$ cat config.mk
export PLATFORM = sky130hd
export DESIGN_NAME = rcc_bdcr_wr_ctrl_flat
export DESIGN_NICKNAME = d
export VERILOG_FILES = /design/src/rtl/rcc_bdcr_pkg.sv /design/src/rtl/rcc_bdcr_wr_ctrl_if.sv /design/src/rtl/rcc_bdcr_pulse_gen.sv /design/src/rtl/rcc_bdcr_wr_ctrl.sv /design/src/flat_wrapper.sv
export SDC_FILE = /design/constraint.sdc
export NUM_CORES = 1
export LEC_CHECK = 0
export CAP_MARGIN = 15
export CELL_PAD_IN_SITES_DETAIL_PLACEMENT = 0
export CELL_PAD_IN_SITES_GLOBAL_PLACEMENT = 2
export CORE_MARGIN = 5
export CORE_UTILIZATION = 23
export CTS_BUF_LIST = sky130_fd_sc_hd__clkbuf_4
export DETAILED_ROUTE_END_ITERATION = 6
export PLACE_DENSITY = 0.92
export SLEW_MARGIN = 20
export SYNTH_ARGS = -nofsm -noshare
export SYNTH_HDL_FRONTEND = slang
export SYNTH_SLANG_ARGS = --single-unit
$ cat constraint.sdc
create_clock -name clk -period 2.1 [get_ports clk]
set_clock_uncertainty 0.15 [all_clocks]
set_input_delay 0.42 -clock clk [delete_from_list [all_inputs] [get_ports clk]]
set_output_delay 0.42 -clock clk [all_outputs]
set_load 0.02 [all_outputs]
$ cat src/rtl/rcc_bdcr_pkg.sv
// Shared BDCR bit layout, field container and write-sequencer state encoding
// for the core-side backup-domain control register access controller.
package rcc_bdcr_pkg;

   localparam int BIT_BDRST    = 16;
   localparam int BIT_RTCEN    = 15;
   localparam int BIT_RTCSEL   = 8;
   localparam int BIT_LSECSSD  = 6;
   localparam int BIT_LSECSSON = 5;
   localparam int BIT_LSEDRV   = 3;
   localparam int BIT_LSEBYP   = 2;
   localparam int BIT_LSERDY   = 1;
   localparam int BIT_LSEON    = 0;

   localparam int RTCSEL_W  = 2;
   localparam int LSEDRV_W  = 2;
   localparam int NUM_BYTES = 3;
   localparam int CNT_W     = 8;

   typedef enum logic [1:0] {
      ST_IDLE,
      ST_SETUP,
      ST_PULSE,
      ST_HOLD
   } seq_state_t;

   // Writable BDCR fields, i.e. everything the storage block captures.
   typedef struct packed {
      logic                bdrst;
      logic                rtcen;
      logic [RTCSEL_W-1:0] rtcsel;
      logic                lsecsson;
      logic [LSEDRV_W-1:0] lsedrv;
      logic                lsebyp;
      logic                lseon;
   } bdcr_wr_t;

endpackage

$ cat src/rtl/rcc_bdcr_wr_ctrl_if.sv
// Request/response bus between the core and the BDCR access controller.
interface rcc_bdcr_wr_ctrl_if;

   logic        req_valid;
   logic        req_ready;
   logic        req_write;
   logic [31:0] req_wdata;
   logic [3:0]  req_be;
   logic        rsp_valid;
   logic [31:0] rsp_rdata;
   logic        rsp_err;

   modport master (
      output req_valid, req_write, req_wdata, req_be,
      input  req_ready, rsp_valid, rsp_rdata, rsp_err
   );

   modport slave (
      input  req_valid, req_write, req_wdata, req_be,
      output req_ready, rsp_valid, rsp_rdata, rsp_err
   );

endinterface

$ cat src/rtl/rcc_bdcr_pulse_gen.sv
// SETUP/PULSE/HOLD sequencer for one storage write; each phase length is a
// down-counter reloaded on state entry.
module rcc_bdcr_pulse_gen
   import rcc_bdcr_pkg::*;
#(
   parameter int SETUP_CYC = 1,
   parameter int PULSE_CYC = 2,
   parameter int HOLD_CYC  = 1
) (
   input  logic clk,
   input  logic rst_n,
   input  logic start_i,
   output logic busy_o,
   output logic pulse_nxt_o,
   output logic done_o
);

   localparam logic [CNT_W-1:0] SETUP_LD = CNT_W'(SETUP_CYC - 1);
   localparam logic [CNT_W-1:0] PULSE_LD = CNT_W'(PULSE_CYC - 1);
   localparam logic [CNT_W-1:0] HOLD_LD  = CNT_W'(HOLD_CYC - 1);

   seq_state_t       state_q, state_d;
   logic [CNT_W-1:0] cnt_q, cnt_d;

   always_ff @(posedge clk or negedge rst_n) begin
      if (!rst_n) begin
         state_q <= ST_IDLE;
         cnt_q   <= '0;
      end else begin
         state_q <= state_d;
         cnt_q   <= cnt_d;
      end
   end

   always_comb begin
      state_d = state_q;
      cnt_d   = cnt_q;
      done_o  = 1'b0;
      case (state_q)
         ST_IDLE: begin
            if (start_i) begin
               state_d = ST_SETUP;
               cnt_d   = SETUP_LD;
            end
         end
         ST_SETUP: begin
            if (cnt_q == '0) begin
               state_d = ST_PULSE;
               cnt_d   = PULSE_LD;
            end else begin
               cnt_d = cnt_q - CNT_W'(1);
            end
         end
         ST_PULSE: begin
            if (cnt_q == '0) begin
               state_d = ST_HOLD;
               cnt_d   = HOLD_LD;
            end else begin
               cnt_d = cnt_q - CNT_W'(1);
            end
         end
         ST_HOLD: begin
            if (cnt_q == '0) begin
               state_d = ST_IDLE;
               done_o  = 1'b1;
            end else begin
               cnt_d = cnt_q - CNT_W'(1);
            end
         end
         default: state_d = ST_IDLE;
      endcase
   end

   // Look-ahead phase so the parent can register its write strobes.
   assign busy_o      = (state_q != ST_IDLE);
   assign pulse_nxt_o = (state_d == ST_PULSE);

endmodule

$ cat src/rtl/rcc_bdcr_wr_ctrl.sv
// Core-side BDCR access controller: DBP-protected writes with per-field rules,
// registered byte strobes used as storage capture clocks, and image read-back.
module rcc_bdcr_wr_ctrl
   import rcc_bdcr_pkg::*;
#(
   parameter int SETUP_CYC = 1,
   parameter int PULSE_CYC = 2,
   parameter int HOLD_CYC  = 1
) (
   input  logic                clk,
   input  logic                rst_n,
   input  logic                dbp,
   rcc_bdcr_wr_ctrl_if.slave   bus,
   output logic                rcc_bdcr_byte0_wren,
   output logic                rcc_bdcr_byte1_wren,
   output logic                rcc_bdcr_byte2_wren,
   output logic                nxt_rcc_bdcr_bdrst,
   output logic                nxt_rcc_bdcr_rtcen,
   output logic [RTCSEL_W-1:0] nxt_rcc_bdcr_rtcsel,
   output logic                nxt_rcc_bdcr_lsecsson,
   output logic [LSEDRV_W-1:0] nxt_rcc_bdcr_lsedrv,
   output logic                nxt_rcc_bdcr_lsebyp,
   output logic                nxt_rcc_bdcr_lseon,
   input  logic                cur_rcc_bdcr_bdrst,
   input  logic                cur_rcc_bdcr_rtcen,
   input  logic [RTCSEL_W-1:0] cur_rcc_bdcr_rtcsel,
   input  logic                cur_rcc_bdcr_lsecssd,
   input  logic                cur_rcc_bdcr_lsecsson,
   input  logic [LSEDRV_W-1:0] cur_rcc_bdcr_lsedrv,
   input  logic                cur_rcc_bdcr_lsebyp,
   input  logic                cur_rcc_bdcr_lserdy,
   input  logic                cur_rcc_bdcr_lseon
);

   logic                 busy, pulse_nxt, done, accept, start;
   logic [NUM_BYTES-1:0] mask_q, mask_d, wren_q, wren_d;
   bdcr_wr_t             nxt_q, nxt_d, cur_f;
   logic                 rsp_valid_q, rsp_valid_d, rsp_err_q, rsp_err_d;
   logic [31:0]          rdata_q, rdata_d, image;
   logic                 unused_bits;

   rcc_bdcr_pulse_gen #(
      .SETUP_CYC (SETUP_CYC),
      .PULSE_CYC (PULSE_CYC),
      .HOLD_CYC  (HOLD_CYC)
   ) u_pulse_gen (
      .clk         (clk),
      .rst_n       (rst_n),
      .start_i     (start),
      .busy_o      (busy),
      .pulse_nxt_o (pulse_nxt),
      .done_o      (done)
   );

   assign cur_f = {cur_rcc_bdcr_bdrst, cur_rcc_bdcr_rtcen, cur_rcc_bdcr_rtcsel,
                   cur_rcc_bdcr_lsecsson, cur_rcc_bdcr_lsedrv, cur_rcc_bdcr_lsebyp,
                   cur_rcc_bdcr_lseon};

   assign bus.req_ready = ~busy;
   assign accept        = bus.req_valid & ~busy;

   always_comb begin
      image                           = '0;
      image[BIT_BDRST]                = cur_rcc_bdcr_bdrst;
      image[BIT_RTCEN]                = cur_rcc_bdcr_rtcen;
      image[BIT_RTCSEL +: RTCSEL_W]   = cur_rcc_bdcr_rtcsel;
      image[BIT_LSECSSD]              = cur_rcc_bdcr_lsecssd;
      image[BIT_LSECSSON]             = cur_rcc_bdcr_lsecsson;
      image[BIT_LSEDRV +: LSEDRV_W]   = cur_rcc_bdcr_lsedrv;
      image[BIT_LSEBYP]               = cur_rcc_bdcr_lsebyp;
      image[BIT_LSERDY]               = cur_rcc_bdcr_lserdy;
      image[BIT_LSEON]                = cur_rcc_bdcr_lseon;
   end

   always_comb begin
      nxt_d       = nxt_q;
      mask_d      = mask_q;
      start       = 1'b0;
      rsp_valid_d = done;
      rsp_err_d   = 1'b0;
      rdata_d     = '0;
      if (accept) begin
         if (!bus.req_write) begin
            rsp_valid_d = 1'b1;
            rdata_d     = image;
         end else if (!dbp) begin
            rsp_valid_d = 1'b1;
            rsp_err_d   = 1'b1;
         end else if (bus.req_be[2:0] == 3'b000) begin
            rsp_valid_d = 1'b1;
         end else begin
            start  = 1'b1;
            mask_d = bus.req_be[2:0];
            // Bytes not enabled keep the current values; storage is not clocked for them.
            nxt_d  = cur_f;
            if (bus.req_be[0]) begin
               nxt_d.lseon    = bus.req_wdata[BIT_LSEON];
               nxt_d.lsecsson = bus.req_wdata[BIT_LSECSSON] | cur_rcc_bdcr_lsecsson;
               if (!cur_rcc_bdcr_lseon) begin
                  nxt_d.lsedrv = bus.req_wdata[BIT_LSEDRV +: LSEDRV_W];
                  nxt_d.lsebyp = bus.req_wdata[BIT_LSEBYP];
               end
            end
            if (bus.req_be[1]) begin
               nxt_d.rtcen  = bus.req_wdata[BIT_RTCEN];
               nxt_d.rtcsel = bus.req_wdata[BIT_RTCSEL +: RTCSEL_W];
            end
            if (bus.req_be[2]) begin
               nxt_d.bdrst = bus.req_wdata[BIT_BDRST];
            end
         end
      end
   end

   assign wren_d = pulse_nxt ? mask_q : '0;

   // Strobes act as storage clocks, so they leave only from flops.
   always_ff @(posedge clk or negedge rst_n) begin
      if (!rst_n) begin
         nxt_q       <= '0;
         mask_q      <= '0;
         wren_q      <= '0;
         rsp_valid_q <= 1'b0;
         rsp_err_q   <= 1'b0;
         rdata_q     <= '0;
      end else begin
         nxt_q       <= nxt_d;
         mask_q      <= mask_d;
         wren_q      <= wren_d;
         rsp_valid_q <= rsp_valid_d;
         rsp_err_q   <= rsp_err_d;
         rdata_q     <= rdata_d;
      end
   end

   assign bus.rsp_valid = rsp_valid_q;
   assign bus.rsp_err   = rsp_err_q;
   assign bus.rsp_rdata = rdata_q;

   assign rcc_bdcr_byte0_wren   = wren_q[0];
   assign rcc_bdcr_byte1_wren   = wren_q[1];
   assign rcc_bdcr_byte2_wren   = wren_q[2];
   assign nxt_rcc_bdcr_bdrst    = nxt_q.bdrst;
   assign nxt_rcc_bdcr_rtcen    = nxt_q.rtcen;
   assign nxt_rcc_bdcr_rtcsel   = nxt_q.rtcsel;
   assign nxt_rcc_bdcr_lsecsson = nxt_q.lsecsson;
   assign nxt_rcc_bdcr_lsedrv   = nxt_q.lsedrv;
   assign nxt_rcc_bdcr_lsebyp   = nxt_q.lsebyp;
   assign nxt_rcc_bdcr_lseon    = nxt_q.lseon;

   assign unused_bits = ^{bus.req_be[3], bus.req_wdata[31:17], bus.req_wdata[14:10],
                          bus.req_wdata[7:6], bus.req_wdata[1]};

endmodule

$ cat src/flat_wrapper.sv
// flat-port wrapper written by rule: the top's interface ports become plain ports
module rcc_bdcr_wr_ctrl_flat import rcc_bdcr_pkg::*;
#(
   parameter int SETUP_CYC = 1,
   parameter int PULSE_CYC = 2,
   parameter int HOLD_CYC  = 1
)
  (clk, rst_n, dbp, rcc_bdcr_byte0_wren, rcc_bdcr_byte1_wren, rcc_bdcr_byte2_wren, nxt_rcc_bdcr_bdrst, nxt_rcc_bdcr_rtcen, nxt_rcc_bdcr_rtcsel, nxt_rcc_bdcr_lsecsson, nxt_rcc_bdcr_lsedrv, nxt_rcc_bdcr_lsebyp, nxt_rcc_bdcr_lseon, cur_rcc_bdcr_bdrst, cur_rcc_bdcr_rtcen, cur_rcc_bdcr_rtcsel, cur_rcc_bdcr_lsecssd, cur_rcc_bdcr_lsecsson, cur_rcc_bdcr_lsedrv, cur_rcc_bdcr_lsebyp, cur_rcc_bdcr_lserdy, cur_rcc_bdcr_lseon, bus_req_valid, bus_req_write, bus_req_wdata, bus_req_be, bus_req_ready, bus_rsp_valid, bus_rsp_rdata, bus_rsp_err);
  rcc_bdcr_wr_ctrl_if bus_i ();
  input  logic clk;
  input  logic rst_n;
  input  logic dbp;
  output logic rcc_bdcr_byte0_wren;
  output logic rcc_bdcr_byte1_wren;
  output logic rcc_bdcr_byte2_wren;
  output logic nxt_rcc_bdcr_bdrst;
  output logic nxt_rcc_bdcr_rtcen;
  output logic [RTCSEL_W-1:0] nxt_rcc_bdcr_rtcsel;
  output logic nxt_rcc_bdcr_lsecsson;
  output logic [LSEDRV_W-1:0] nxt_rcc_bdcr_lsedrv;
  output logic nxt_rcc_bdcr_lsebyp;
  output logic nxt_rcc_bdcr_lseon;
  input  logic cur_rcc_bdcr_bdrst;
  input  logic cur_rcc_bdcr_rtcen;
  input  logic [RTCSEL_W-1:0] cur_rcc_bdcr_rtcsel;
  input  logic cur_rcc_bdcr_lsecssd;
  input  logic cur_rcc_bdcr_lsecsson;
  input  logic [LSEDRV_W-1:0] cur_rcc_bdcr_lsedrv;
  input  logic cur_rcc_bdcr_lsebyp;
  input  logic cur_rcc_bdcr_lserdy;
  input  logic cur_rcc_bdcr_lseon;
  input wire logic [$bits(bus_i.req_valid)-1:0] bus_req_valid;
  input wire logic [$bits(bus_i.req_write)-1:0] bus_req_write;
  input wire logic [$bits(bus_i.req_wdata)-1:0] bus_req_wdata;
  input wire logic [$bits(bus_i.req_be)-1:0] bus_req_be;
  output wire logic [$bits(bus_i.req_ready)-1:0] bus_req_ready;
  output wire logic [$bits(bus_i.rsp_valid)-1:0] bus_rsp_valid;
  output wire logic [$bits(bus_i.rsp_rdata)-1:0] bus_rsp_rdata;
  output wire logic [$bits(bus_i.rsp_err)-1:0] bus_rsp_err;
  assign bus_i.req_valid = bus_req_valid;
  assign bus_i.req_write = bus_req_write;
  assign bus_i.req_wdata = bus_req_wdata;
  assign bus_i.req_be = bus_req_be;
  assign bus_req_ready = bus_i.req_ready;
  assign bus_rsp_valid = bus_i.rsp_valid;
  assign bus_rsp_rdata = bus_i.rsp_rdata;
  assign bus_rsp_err = bus_i.rsp_err;
  rcc_bdcr_wr_ctrl #(.SETUP_CYC(SETUP_CYC), .PULSE_CYC(PULSE_CYC), .HOLD_CYC(HOLD_CYC)) u_core (.clk(clk), .rst_n(rst_n), .dbp(dbp), .bus(bus_i), .rcc_bdcr_byte0_wren(rcc_bdcr_byte0_wren), .rcc_bdcr_byte1_wren(rcc_bdcr_byte1_wren), .rcc_bdcr_byte2_wren(rcc_bdcr_byte2_wren), .nxt_rcc_bdcr_bdrst(nxt_rcc_bdcr_bdrst), .nxt_rcc_bdcr_rtcen(nxt_rcc_bdcr_rtcen), .nxt_rcc_bdcr_rtcsel(nxt_rcc_bdcr_rtcsel), .nxt_rcc_bdcr_lsecsson(nxt_rcc_bdcr_lsecsson), .nxt_rcc_bdcr_lsedrv(nxt_rcc_bdcr_lsedrv), .nxt_rcc_bdcr_lsebyp(nxt_rcc_bdcr_lsebyp), .nxt_rcc_bdcr_lseon(nxt_rcc_bdcr_lseon), .cur_rcc_bdcr_bdrst(cur_rcc_bdcr_bdrst), .cur_rcc_bdcr_rtcen(cur_rcc_bdcr_rtcen), .cur_rcc_bdcr_rtcsel(cur_rcc_bdcr_rtcsel), .cur_rcc_bdcr_lsecssd(cur_rcc_bdcr_lsecssd), .cur_rcc_bdcr_lsecsson(cur_rcc_bdcr_lsecsson), .cur_rcc_bdcr_lsedrv(cur_rcc_bdcr_lsedrv), .cur_rcc_bdcr_lsebyp(cur_rcc_bdcr_lsebyp), .cur_rcc_bdcr_lserdy(cur_rcc_bdcr_lserdy), .cur_rcc_bdcr_lseon(cur_rcc_bdcr_lseon));
endmodule
==> qor.yml <==
timing:
  fin_crit_sh_pct: 93.9
  fin_crit_ns: 1.97
  finalMaxSlewViolations: 0
  hold_viol_final: 0
  rsz0062_at_grt: "yes"
  slew_headroom_pct: 55.3
  setup_violations: 0
  tightest_slew_ns: 0.666
  setup_tns_ns: 0
  timing.fmax_ghz: 0.507
flow_run:
  maxCapViolCount: 0
detailed_routing:
  wl_per_cell_um: 12.2
  num_vias: 1398
  drt-pass1-iter-count: 4
  viasPerCell: 4.06
  ant_nets: 0
  drt_iter0_drc: 39
  drc: 0
  routed_wl_mm: 4.19
critical_path:
  r2r-start: "u_core.u_pulse_gen.cnt_q[0]"
  crit_fanout: 3
  crit_required_ns: 1.53
  rrSetupSlack_ns: 0.20
  worst-setup-path-type: "flop to output pin"
  worstSetupStartpoint: "u_core.u_pulse_gen.state_q[1]"
  arrival_ns: 1.40
  critPathLaunchType: "flop"
  endpoint_kind: "output pin"
final_layout:
  areaGrowthSynthToFinish_pct: 41.1
  fill_cells: 789
  drive_above_1_share_pct: 11.6
  stdcell_count: 344
  post-route-util_pct: 33.5
  nets: 295
  stdcell_area_um2: 2580
grt:
  grt_pass1_wl_mm: 6.73
  grt_pass1_vias: 1425
  grt_util_all_layers_pct: 8.61
  overflow: 0
  antenna_found_initial: 1
  grt_start_max_net_pins: 21
die:
  die_height_um: 99.2
  rows: 32
  coreArea_um2: 7730
  start_util_pct: 23.7
  die_w_um: 99.2
  die_area_um2: 9850
  num_io_pins: 99
clock_tree:
  tritoncts.num_buffers: 5
  clock_sinks: 38
  cts_max_path_buffers: 2
  cts_setup_buffers: 0
  clk_pin_slew_ns: 0.11
  insertion_delay_ns: 0.33
  cts_root_buf: "clkbuf_4"
  htreeDepth: 2
  cts_tree: "yes"
min_path:
  hold_path_startpoint: "u_core.nxt_rcc_bdcr_bdrst"
  min_path_type: "flop to flop"
power:
  power.total_mw: 1.33
  p_leak_nw: 1.20
  power_density_nw_per_um2: 516
  ir_drop_v: 0.000220
yosys:
  synth-seq-area-share_pct: 51.9
  syn_area_um2: 1830
  ys.warnings.count: 0
  synth-seq-cells: 38
  syn-instance-count: 171
  yosysUniqueCellTypes: 39
  syn_avg_cell_area_um2: 10.7
status:
  status: "finished clean"
place:
  place_congestion: 0.741
  numPortBuffers: 53
  placed_cells: 335
  place_hpwl_mm: 3.34
  postPlaceCellArea_um2: 2500
## worst max-delay path, stage by stage, from the launching register on
cell and delay (ns):
dfrtp_1 0.39, or2_1 0.28, clkinv_2 0.07, dlygate4sd2_1 0.33
## cells by family (layout without fill, tap and decap cells)
| group | Yosys count | count (layout) | synth area share (%) |
|---|---|---|---|
| buffers and inverters | 32 | 82 | 11.1 |
| AOI/OAI and AO/OA | 30 | 30 | 11.5 |
| xor gates and xnor gates | 1 | 1 | 0.478 |
| muxes | 11 | 11 | 6.22 |
| DFF | 38 | 38 | 51.9 |
| other | 1 | 22 | 0.205 |
| adders and majority gates | 2 | 2 | 1.37 |
| and+or+nand+nor | 56 | 56 | 17.2 |
## sequential cells by signal (all words and copies together) (netlist names)
register / cells
u_core.nxt_rcc_bdcr_rtcsel: 2
u_core.nxt_rcc_bdcr_lsebyp: 1
u_core.nxt_rcc_bdcr_rtcen: 1
u_core.nxt_rcc_bdcr_lsedrv: 2
u_core.bus.rsp_valid: 1
u_core.mask_q: 3
u_core.bus.rsp_err: 1
u_core.nxt_rcc_bdcr_lseon: 1
u_core.nxt_rcc_bdcr_lsecsson: 1
u_core.u_pulse_gen.cnt_q: 8
u_core.nxt_rcc_bdcr_bdrst: 1
u_core.bus.rsp_rdata: 11
u_core.u_pulse_gen.state_q: 2
u_core.wren_q: 3
## path summary, 6_finish.rpt
path	end	depth (start not counted)
setup / recovery	bus_req_ready	3
hold / removal	u_core.nxt_rcc_bdcr_bdrst	2
setup reg to reg	u_core.u_pulse_gen.cnt_q[3]	6
hold reg to reg	u_core.nxt_rcc_bdcr_bdrst	2
max in group asynchronous	u_core.nxt_rcc_bdcr_lsedrv[1]	3
min in group asynchronous	u_core.u_pulse_gen.cnt_q[4]	2
## routing by layer
metal	wire length [um]	track usage [%]	vias to the layer above
li1	-	-	693
met1	1720	9.91	650
met2	2140	15.0	49
met3	255	1.96	6
met4	74	4.20	0
met5	0	0	-
## layout by cell type, fill, tap and decap left out, types with 2 or more instances in the layout
cell / synthesis / layout
a21oi_1: 3 / 3
a221o_1: 3 / 3
and2_1: 12 / 12
and3_1: 7 / 7
buf_4: 21 / 13
clkbuf_4: 0 / 5
clkdlybuf4s50_1: 0 / 51
conb_1: 1 / 21
dfrtp_1: 38 / 38
ha_1: 2 / 2
inv_1: 6 / 6
mux2_2: 3 / 3
mux2i_1: 8 / 8
nand2_1: 17 / 17
nand3_1: 4 / 4
nor2_1: 4 / 4
nor2b_1: 2 / 2
nor3_1: 2 / 2
nor3b_1: 2 / 2
o211ai_1: 3 / 3
o21ai_0: 11 / 11
o22ai_1: 3 / 3
## synthesized netlist by cell type
cell type	n	share of area, %
a21boi_0	1	0.41
a21oi_1	3	0.82
a221o_1	3	1.6
a311o_1	1	0.55
a31oi_1	1	0.34
a31oi_4	1	1.2
and2_1	12	4.1
and3_1	7	2.4
buf_1	1	0.20
buf_2	1	0.27
buf_4	21	8.6
clkbuf_1	1	0.20
clkbuf_2	1	0.27
clkinv_2	1	0.27
conb_1	1	0.20
dfrtp_1	38	52
ha_1	2	1.4
inv_1	6	1.2
mux2_2	3	1.8
mux2i_1	8	4.4
nand2_1	17	3.5
nand2b_1	1	0.34
nand3_1	4	1.1
nand3_2	1	0.55
nand4_1	1	0.34
nor2_1	4	0.82
nor2b_1	2	0.68
nor3_1	2	0.55
nor3b_1	2	0.82
nor4_4	1	1.2
nor4bb_1	1	0.55
o211ai_1	3	1.2
o21ai_0	11	3.0
o21bai_1	1	0.41
o22ai_1	3	1.0
o311a_1	1	0.55
o31ai_1	1	0.41
or2_1	1	0.34
xnor2_1	1	0.48
## what timing repair did
item | CTS | global route
gates resized for setup | 1 | 0
hold buffers | 1 | 0
setup endpoints to repair | 1 | 4
endpoints found under the hold margin | 19 | 0
## area by class of cell
cell class / count / area (um2) / share of cell area (%)
antenna: 1 / 2.50 / 0.0968
clock buffer: 5 / 37.5 / 1.45
clock inverter: 2 / 33.8 / 1.31
inverter: 7 / 27.5 / 1.06
multi-input combinational: 121 / 753 / 29.1
sequential: 38 / 951 / 36.8
tap: 102 / 128 / 4.94
timing repair buffer: 68 / 652 / 25.2
## report_power, final
part	total, mW	switching (mW)	internal (mW)
clock	0.473	0.232	0.241
sequential	0.731	0	0.731
combinational	0.130	0.0698	0.0605
## through the flow
| stage | hold slack, ns | setup slack (ns) |
|---|---|---|
| final | 0.341 | 0.128 |
| after global routing | 0.384 | -0.0145 |
| after CTS | 0.350 | 0.106 |
| after detailed placement | 0.264 | -0.0691 |
| after global placement | 0.264 | -0.0573 |
| after floorplan | -0.0256 | 0.348 |
Power figures use the tool's default switching activity.
==> RTL change (same settings) <==
Make the reset (`rst_n`) synchronous in 2 clocked blocks.
--- a/src/rtl/rcc_bdcr_pulse_gen.sv
+++ b/src/rtl/rcc_bdcr_pulse_gen.sv
@@ -22,7 +22,7 @@
    seq_state_t       state_q, state_d;
    logic [CNT_W-1:0] cnt_q, cnt_d;
 
-   always_ff @(posedge clk or negedge rst_n) begin
+   always_ff @(posedge clk) begin
       if (!rst_n) begin
          state_q <= ST_IDLE;
          cnt_q   <= '0;
--- a/src/rtl/rcc_bdcr_wr_ctrl.sv
+++ b/src/rtl/rcc_bdcr_wr_ctrl.sv
@@ -115,7 +115,7 @@
    assign wren_d = pulse_nxt ? mask_q : '0;
 
    // Strobes act as storage clocks, so they leave only from flops.
-   always_ff @(posedge clk or negedge rst_n) begin
+   always_ff @(posedge clk) begin
       if (!rst_n) begin
          nxt_q       <= '0;
          mask_q      <= '0;
Function: differs if rst_n is asserted again (counterexample within 4 cycles, from zero or initial values and one cycle with rst_n low); with rst_n held inactive, the same outputs for 10 cycles.
==> RTL change against the original RTL <==
Global-route usage rose by 0.31 points. Area after synthesis fell by 5.5%. Cell area fell by 6.1%. Worst setup slack improved by 7.2 ps. Routed wire length fell by 0.76%. Fmax rose by 0.37%. Sequential cell count did not move. Count of clock-buffer cells in the layout did not move. Non-clock buffer count rose by 2.
Power is not compared: it rests on default switching activity, and its combinational part moved more than twofold at a synthesized area within 25%.
==> RTL change: results (changes against the original RTL) <==
* Status: finished clean
* Dpl cells at 340 (+1.5%)
* Synth cell types at 37 (-5.1%)
* Top delay family on crit path: simple AND/OR/NAND/NOR gates
* Total GRT Usage at 8.92% (+0.31 points)
* Fin cells at 348 (+1.2%)
* HPWL after DPL at 3410 um (+2.3%)
* Final Wtd Congestion at 0.708 (-4.4%)
* DR WL met3 at 218 um (-15%)
* Initial antenna violation count at 0 (-1)
* Hold Crit Depth at 1 (-1)
* Slew HR at 66.1% (+11 points)
* Max stage delay on crit path at 470 ps (+80 ps)
* Layout cells sized above 1 at 11.6% (+0.028 points)
* CP Class: reg2reg
* Asr flop ratio synth at 0% (-100 points)
* ANT cells at 0 (-1)
* CP startpoint: u_core.u_pulse_gen.cnt_q[1]
* Worst Reg-to-Reg Cells at 7 (+1)
* DR iter-0 viols at 36 (-7.7%)
* Slowest stage cell, crit path: or4_1
* Final worst setup slack at 135 ps (+7.18 ps)
* Grt met1 use at 9.82% (-0.097 points)
* Reg-to-reg endpoint: u_core.u_pulse_gen.cnt_q[6]
* Synth top cells by count: 38 x dfxtp_1, 21 x buf_4, 19 x nor2_1
* Met3 Use GR at 2.52% (+0.55 points)
* Hold WS at 316 ps (-25.6 ps)
* HP Start: u_core.mask_q[0]
-- RTL change: cell types whose count changed after synthesis, moves of 5 or more --
cell,unedited run,this run
dfxtp_1,0,38
or4_1,0,6
nor2_1,4,19
buf_2,1,6
nand2_1,17,5
a211oi_1,0,10
dfrtp_1,38,0
and3_1,7,1
a21oi_1,3,10
o21ai_0,11,1
o31ai_1,1,6
-- RTL change: layout make-up --
class / count / area [um^2]
Inverter: 5 / 18.8
Clock inverter: 3 / 16.3
Fill cell: 786 / 4860
Multi-Input combinational cell: 128 / 810
Clock buffer: 5 / 37.5
Tap cell: 99 / 124
Timing Repair Buffer: 70 / 657
Sequential cell: 38 / 764
-- RTL change: kinds of logic after synthesis --
family          Yosys count  share of synthesized area [%]
other cells               1                          0.217
mux                      11                           6.36
compound gates           34                           14.3
fa+ha+maj                 2                           1.44
buf+inv                  36                           13.7
simple gates             58                           19.1
xor+xnor                  2                           1.01
flops                    38                           43.9
